## src/rtl/adma2_pkg.sv

```systemverilog
// Shared encodings for the ADMA2 descriptor engine: FSM states, Act codes,
// error-state codes and descriptor bit positions.
// Pure definitions, no logic.
package adma2_pkg;

  typedef enum logic [1:0] {
    ST_STOP = 2'b00,
    ST_FDS  = 2'b01,
    ST_CADR = 2'b10,
    ST_TFR  = 2'b11
  } adma_state_e;

  typedef enum logic [1:0] {
    ACT_NOP  = 2'b00,
    ACT_RSV  = 2'b01,
    ACT_TRAN = 2'b10,
    ACT_LINK = 2'b11
  } adma_act_e;

  localparam logic [1:0] ERR_ST_STOP = 2'b00;
  localparam logic [1:0] ERR_ST_FDS  = 2'b01;
  localparam logic [1:0] ERR_ST_TFR  = 2'b11;

  localparam int DESC_VALID_BIT = 0;
  localparam int DESC_END_BIT   = 1;
  localparam int DESC_INT_BIT   = 2;
  localparam int DESC_ACT_LSB   = 4;
  localparam int DESC_LEN_LSB   = 16;
  localparam int DESC_ADDR_LSB  = 32;

  // A Length field of zero encodes the maximum 65536-byte transfer.
  function automatic logic [16:0] expand_len(input logic [15:0] len);
    return {len == 16'd0, len};
  endfunction

endpackage

```

## src/rtl/adma2_desc_decode.sv

```systemverilog
// Descriptor field extraction with Length-0 expansion and Valid flag.
// Latency: purely combinational.
// Backpressure: none; the caller samples the outputs on desc_ack.
module adma2_desc_decode
  import adma2_pkg::*;
#(
  parameter int ADDR_W = 32,
  parameter int DESC_W = ADDR_W + 32
) (
  input  logic [DESC_W-1:0] desc_i,
  output logic              valid_o,
  output logic              end_o,
  output logic              int_o,
  output adma_act_e         act_o,
  output logic [16:0]       len_o,
  output logic [ADDR_W-1:0] addr_o
);

  assign valid_o = desc_i[DESC_VALID_BIT];
  assign end_o   = desc_i[DESC_END_BIT];
  assign int_o   = desc_i[DESC_INT_BIT];
  assign act_o   = adma_act_e'(desc_i[DESC_ACT_LSB +: 2]);
  assign len_o   = expand_len(desc_i[DESC_LEN_LSB +: 16]);
  assign addr_o  = desc_i[DESC_ADDR_LSB +: ADDR_W];

  // Reserved attribute bits carry no meaning for the engine.
  logic unused_bits;
  assign unused_bits = ^{desc_i[3], desc_i[15:6]};

endmodule

```

## src/rtl/adma2_engine.sv

```systemverilog
// ADMA2 descriptor engine: fetches, decodes and executes NOP/RSV/TRAN/LINK chains.
// Latency: descriptor executes one cycle after desc_ack; transfer launches from ST_CADR.
// Backpressure: holds desc_req until desc_ack, waits in ST_TFR until tfr_done.
module adma2_engine
  import adma2_pkg::*;
#(
  parameter int ADDR_W      = 32,
  parameter int DESC_W      = ADDR_W + 32,
  parameter int DESC_STRIDE = DESC_W / 8,
  parameter int LINK_MAX    = 16
) (
  input  logic              clk,
  input  logic              rst_n,
  input  logic              start,
  input  logic              resume,
  input  logic [ADDR_W-1:0] sys_addr_in,
  input  logic              stop_req,
  input  logic              abort,
  output logic              desc_req,
  output logic [ADDR_W-1:0] desc_addr,
  input  logic              desc_ack,
  input  logic [DESC_W-1:0] desc_data,
  input  logic              desc_err,
  output logic              tfr_start,
  output logic [ADDR_W-1:0] tfr_addr,
  output logic [16:0]       tfr_len,
  input  logic              tfr_done,
  input  logic              tfr_err,
  output logic              busy,
  output logic [ADDR_W-1:0] cur_addr,
  output logic              xfer_complete,
  output logic              dma_int,
  output logic              paused,
  output logic              adma_error,
  output logic [1:0]        err_state
);

  localparam int                LCNT_W   = $clog2(LINK_MAX + 1);
  localparam logic [ADDR_W-1:0] STRIDE   = ADDR_W'(DESC_STRIDE);
  localparam logic [LCNT_W-1:0] LINK_LIM = LCNT_W'(LINK_MAX);

  adma_state_e       state_q;
  logic [ADDR_W-1:0] cur_addr_q, desc_addr_q, tfr_addr_q, d_addr_q;
  logic [16:0]       tfr_len_q, d_len_q;
  logic [1:0]        err_state_q;
  logic [LCNT_W-1:0] link_cnt_q;
  logic              desc_req_q, tfr_start_q, xfer_complete_q, dma_int_q;
  logic              paused_q, adma_error_q, stop_seen_q, d_end_q, d_int_q;
  adma_act_e         d_act_q;

  logic              dec_valid, dec_end, dec_int;
  adma_act_e         dec_act;
  logic [16:0]       dec_len;
  logic [ADDR_W-1:0] dec_addr;

  adma2_desc_decode #(.ADDR_W(ADDR_W), .DESC_W(DESC_W)) u_decode (
    .desc_i  (desc_data),
    .valid_o (dec_valid),
    .end_o   (dec_end),
    .int_o   (dec_int),
    .act_o   (dec_act),
    .len_o   (dec_len),
    .addr_o  (dec_addr)
  );

  // Sequential next address (wraps naturally) and next link count.
  logic [ADDR_W-1:0] seq_addr_d;
  logic [LCNT_W-1:0] link_cnt_d;
  logic              aligned_d;
  assign seq_addr_d = cur_addr_q + STRIDE;
  assign link_cnt_d = link_cnt_q + LCNT_W'(1);
  assign aligned_d  = (cur_addr_q % STRIDE) == '0;

  // Main FSM; every output is a register, pulses default low each cycle.
  always_ff @(posedge clk or negedge rst_n) begin
    if (!rst_n) begin
      state_q         <= ST_STOP;
      cur_addr_q      <= '0;
      desc_addr_q     <= '0;
      tfr_addr_q      <= '0;
      tfr_len_q       <= '0;
      d_addr_q        <= '0;
      d_len_q         <= '0;
      d_act_q         <= ACT_NOP;
      d_end_q         <= 1'b0;
      d_int_q         <= 1'b0;
      err_state_q     <= ERR_ST_STOP;
      link_cnt_q      <= '0;
      desc_req_q      <= 1'b0;
      tfr_start_q     <= 1'b0;
      xfer_complete_q <= 1'b0;
      dma_int_q       <= 1'b0;
      paused_q        <= 1'b0;
      adma_error_q    <= 1'b0;
      stop_seen_q     <= 1'b0;
    end else begin
      tfr_start_q     <= 1'b0;
      xfer_complete_q <= 1'b0;
      dma_int_q       <= 1'b0;
      adma_error_q    <= 1'b0;
      // Block-gap request is remembered while running, forgotten once stopped.
      if (state_q == ST_STOP) stop_seen_q <= 1'b0;
      else if (stop_req)      stop_seen_q <= 1'b1;

      if (abort) begin
        state_q    <= ST_STOP;
        desc_req_q <= 1'b0;
        paused_q   <= 1'b0;
      end else begin
        unique case (state_q)
          ST_STOP: begin
            if (start) begin
              if (!resume) cur_addr_q <= sys_addr_in;
              paused_q    <= 1'b0;
              err_state_q <= ERR_ST_STOP;
              link_cnt_q  <= '0;
              state_q     <= ST_FDS;
            end
          end
          ST_FDS: begin
            if (!desc_req_q) begin
              // Alignment is checked before any bus request goes out.
              if (!aligned_d) begin
                adma_error_q <= 1'b1;
                err_state_q  <= ERR_ST_FDS;
                state_q      <= ST_STOP;
              end else begin
                desc_req_q  <= 1'b1;
                desc_addr_q <= cur_addr_q;
              end
            end else if (desc_ack) begin
              desc_req_q <= 1'b0;
              d_end_q    <= dec_end;
              d_int_q    <= dec_int;
              d_act_q    <= dec_act;
              d_len_q    <= dec_len;
              d_addr_q   <= dec_addr;
              if (desc_err || !dec_valid) begin
                adma_error_q <= 1'b1;
                err_state_q  <= ERR_ST_FDS;
                state_q      <= ST_STOP;
              end else begin
                state_q <= ST_CADR;
              end
            end
          end
          ST_CADR: begin
            if (d_act_q == ACT_TRAN) begin
              cur_addr_q  <= seq_addr_d;
              tfr_start_q <= 1'b1;
              tfr_addr_q  <= d_addr_q;
              tfr_len_q   <= d_len_q;
              link_cnt_q  <= '0;
              state_q     <= ST_TFR;
            end else begin
              dma_int_q <= d_int_q;
              // Too many back-to-back non-TRAN lines: assume a descriptor loop.
              if (link_cnt_d == LINK_LIM) begin
                adma_error_q <= 1'b1;
                err_state_q  <= ERR_ST_FDS;
                state_q      <= ST_STOP;
              end else begin
                link_cnt_q <= link_cnt_d;
                cur_addr_q <= (d_act_q == ACT_LINK) ? d_addr_q : seq_addr_d;
                if (d_end_q) begin
                  xfer_complete_q <= 1'b1;
                  state_q         <= ST_STOP;
                end else begin
                  state_q <= ST_FDS;
                end
              end
            end
          end
          ST_TFR: begin
            if (tfr_done) begin
              if (tfr_err) begin
                adma_error_q <= 1'b1;
                err_state_q  <= ERR_ST_TFR;
                state_q      <= ST_STOP;
              end else begin
                dma_int_q <= d_int_q;
                if (d_end_q) begin
                  xfer_complete_q <= 1'b1;
                  state_q         <= ST_STOP;
                end else if (stop_seen_q || stop_req) begin
                  paused_q <= 1'b1;
                  state_q  <= ST_STOP;
                end else begin
                  state_q <= ST_FDS;
                end
              end
            end
          end
          default: state_q <= ST_STOP;
        endcase
      end
    end
  end

  assign busy          = (state_q != ST_STOP);
  assign cur_addr      = cur_addr_q;
  assign desc_req      = desc_req_q;
  assign desc_addr     = desc_addr_q;
  assign tfr_start     = tfr_start_q;
  assign tfr_addr      = tfr_addr_q;
  assign tfr_len       = tfr_len_q;
  assign xfer_complete = xfer_complete_q;
  assign dma_int       = dma_int_q;
  assign paused        = paused_q;
  assign adma_error    = adma_error_q;
  assign err_state     = err_state_q;

endmodule

```

## config.mk

```make
export PLATFORM = sky130hd
export DESIGN_NAME = adma2_engine
export DESIGN_NICKNAME = d
export VERILOG_FILES = /design/src/rtl/adma2_pkg.sv /design/src/rtl/adma2_desc_decode.sv /design/src/rtl/adma2_engine.sv
export SDC_FILE = /design/constraint.sdc
export NUM_CORES = 1
export LEC_CHECK = 0
export CAP_MARGIN = 20
export CORE_ASPECT_RATIO = 0.9
export CORE_MARGIN = 2
export CORE_UTILIZATION = 23
export DETAILED_ROUTE_END_ITERATION = 16
export PLACE_DENSITY = 0.45
export SETUP_SLACK_MARGIN = 0.15
export SLEW_MARGIN = 10
export SYNTH_ARGS = -nofsm -noshare
export SYNTH_HDL_FRONTEND = slang
export SYNTH_HIERARCHICAL = 1
export SYNTH_SLANG_ARGS = --single-unit
```

## constraint.sdc

```tcl
create_clock -name clk -period 2.55 [get_ports clk]
set_input_delay 0.765 -clock clk [delete_from_list [all_inputs] [get_ports clk]]
set_output_delay 0.765 -clock clk [all_outputs]
set_load 0.005 [all_outputs]
```

==> flow_summary.toml <==
[timing]
finalWorstSetupSlack_ns = 0.233
fin_skew_ns = 0.0133
relSlewSlack_pct = 53.5
rsz0062_at_grt = "false"
fmax_mhz = 432
fin_crit_ns = 2.32
final_hold_viol_count = 0
finalSetupViolCount = 0
period_share_pct = 90.9
tightest_slew_ns = 0.692
finalMaxSlewViolations = 0

[clock_tree]
clock_latency_ns = 0.45
cts_buffers = 17
cts-hold-fix-buffers = 0
clkSinkCount = 182
htreeDepth = 4
cts_tree = "built"
clkTransAtPathRegs_ns = 0.08
clk_root_buffer_cell = "clkbuf_16"
clockBufferDepth = 2

[global_route]
overflow = 0
first_global_vias = 6372
antenna_found_initial = 6
grt_start_max_net_pins = 50
grt_usage_pct = 13.9
grt_pass1_wl_um = 39500

[detailed_routing]
first_pass_iters = 6
wl_per_cell_um = 18.4
viasPerCell = 4.47
vias = 6286
routed_wirelength_um = 25900
remaining_drc_errors = 0
antenna_left = 0
first_iter_violations = 333

[critical_path]
r2r-start = "cur_addr[5]"
crit_path_start_kind = "register"
cp-startpoint = "cur_addr[12]"
cp-end-kind = "primary output"
slowest_delay_ns = 0.56
reg2reg_slack_ns = 0.40
reg2reg_depth = 5
crit_fanout = 6
critical_path_arrival_ns = 1.55
crit_required_ns = 1.79
crit_type = "register to primary output"
worstPathCellList = "buf_4, clkdlybuf4s50_1"
crit_end = "cur_addr[12]"
r2r-end = "cur_addr[28]"
cpMaxStageDelayCell = "clkdlybuf4s50_1"

[power_and_ir_drop]
irDropWorstVdd_uv = 445
clkPwrFrac_pct = 32.9
p_per_area_mw_per_mm2 = 716
pwr-share-seq_pct = 46.3
leakagePower_uw = 0.00502
finalPower_uw = 8400
p_sw_uw = 2380
combPwrFrac_pct = 20.8
internal_power_uw = 6020
switching_share_pct = 28.3

[job]
cap_viol_max_count = 0

[synthesis]
synth-seq-cells = 182
netlist_instances = 722
syn_area_per_cell_um2 = 11.7
yosysUniqueCellTypes = 62
async_flop_share_pct = 100
syn_area_mm2 = 0.00847
seq_area_frac_synth_pct = 53.8
synth_edf_count = 0
ys_warn_count = 6
ys.flop_type = "dfrtp_1"
synthesis.nets = 830

[floorplan]
row_count = 66
die_h_um = 186
start_util_pct = 23.4
dieArea_mm2 = 0.0384
die_w_um = 206
io_pins = 228
core_mm2 = 0.0363

[final_layout]
synthToLayoutAreaGrowth_pct = 38.6
fill_cells = 3673
final_nets = 1021
finish.instance_area_mm2 = 0.0117
drive_above_1_share_pct = 23.7
regArea_mm2 = 0.00456
multiInputGateArea_mm2 = 0.00329

[place]
gp_congestion = 0.795
dp_hpwl_um = 19400
portBuffers = 216
dpl-instance-area_mm2 = 0.0111
dpl_worst_slack_ns = -0.0795

[run_status]
status = "complete, no violations"

[hold_path]
worstHoldPathType = "input port to async pin"
placed cells by master, fill, tap and decap left out, types with 10 or more instances in the layout:
cell               n
inv_1             15
buf_12            10
o21ai_0           57
clkbuf_16         17
nand3_1           13
a22oi_1           11
a21oi_1           22
nand2_1           35
a22o_1            10
mux2_2           123
clkdlybuf4s50_1  215
nor2_1            43
buf_4             35
dfrtp_1          179
through the flow:
stage                     util [%]  TNS, ns  cells  hold slack, ns
after floorplan                  -        0    722           0.457
after global routing          32.4        0   1405           0.261
final                         32.4        0   1406           0.253
after CTS                     32.3        0   1402           0.272
after detailed placement      30.6    -3.52   1368           0.470
after global placement        30.6    -4.20   1368           0.461
registers in the layout, indices dropped and copies added, names as in the netlist, 5 cells and up:
signal,cells
desc_addr,32
tfr_addr,32
d_addr_q,32
cur_addr,32
tfr_len,17
d_len_q,17
link_cnt_q,5
cell families (layout without fill, tap and decap cells):
| kind of cell | count (synthesis) | after routing | synth area share [%] |
|---|---|---|---|
| DFF | 182 | 182 | 53.8 |
| buffers and inverters | 104 | 308 | 7.67 |
| adders and majority gates | 2 | 2 | 0.295 |
| muxes | 125 | 125 | 16.6 |
| and+or+nand+nor | 152 | 152 | 9.34 |
| AOI/OAI and AO/OA | 157 | 157 | 12.3 |
| other | 0 | 4 | 0 |
timing repair:
| action | CTS | global route |
|---|---|---|
| setup endpoints to repair | 1 | 2 |
| setup buffers | 2 | 0 |
| resized for setup | 2 | 2 |
cell type report:
cell class	instances	area share, %
Clock buffer	18	3.66
Timing Repair Buffer	261	22.4
Clock inverter	14	1.44
Sequential cell	182	38.8
Multi-Input combinational cell	436	28.0
Inverter	15	0.480
Tap cell	476	5.07
Antenna cell	4	0.0853
Yosys cell counts, types with 4 or more instances:
| library cell | number | share of area, % |
|---|---|---|
| o2bb2ai_1 | 9 | 0.93 |
| nand2_1 | 36 | 1.6 |
| inv_1 | 15 | 0.66 |
| o21ai_0 | 57 | 3.4 |
| buf_6 | 5 | 0.66 |
| and2_1 | 7 | 0.52 |
| o22ai_1 | 5 | 0.37 |
| mux2_2 | 123 | 16 |
| nor2b_1 | 6 | 0.44 |
| nor3_1 | 10 | 0.59 |
| a22oi_1 | 11 | 0.97 |
| nand4_1 | 4 | 0.30 |
| a22o_1 | 10 | 1.0 |
| buf_4 | 53 | 4.7 |
| buf_2 | 14 | 0.83 |
| clkbuf_1 | 14 | 0.62 |
| nor4_1 | 9 | 0.66 |
| nor2_1 | 45 | 2.0 |
| dfrtp_1 | 182 | 54 |
| a222oi_1 | 8 | 0.95 |
| a31oi_1 | 7 | 0.52 |
| nand3_1 | 13 | 0.77 |
| a21oi_1 | 22 | 1.3 |
worst min path at each step:
stage | to | slack, ns | cells past startpoint
after CTS | tfr_addr[19] | 0.27 | 1
after global routing | tfr_addr[19] | 0.26 | 1
after floorplan | stop_seen_q | 0.46 | 2
after detailed placement | desc_addr[12] | 0.47 | 2
final | tfr_addr[19] | 0.25 | 1
after global placement | desc_addr[12] | 0.46 | 2
power groups by stage:
stage          clock (uW)  sequential (uW)  combinational (uW)
2_1_floorplan           0             3820                 662
3_3_place_gp            0             3950                1750
3_5_place_dp            0             3960                1770
4_1_cts              2890             3900                1780
5_1_grt              3010             3980                1930
6_report             2770             3890                1750
worst max-delay path, delay by kind of cell, from the launching register on:
family / cells / cell delay, ns
buffers and inverters: 2 / 0.72
DFF: 1 / 0.39
layer usage:
layer / vias up / track usage [%] / share of wire (%)
li1: 2974 / - / -
met1: 3112 / 19.4 / 48
met2: 174 / 20.0 / 44
met3: 20 / 4.88 / 7.2
met4: 6 / 4.31 / 1.2
met5: - / 0 / 0.16
Note: power is estimated with default switching activity, not from simulation.
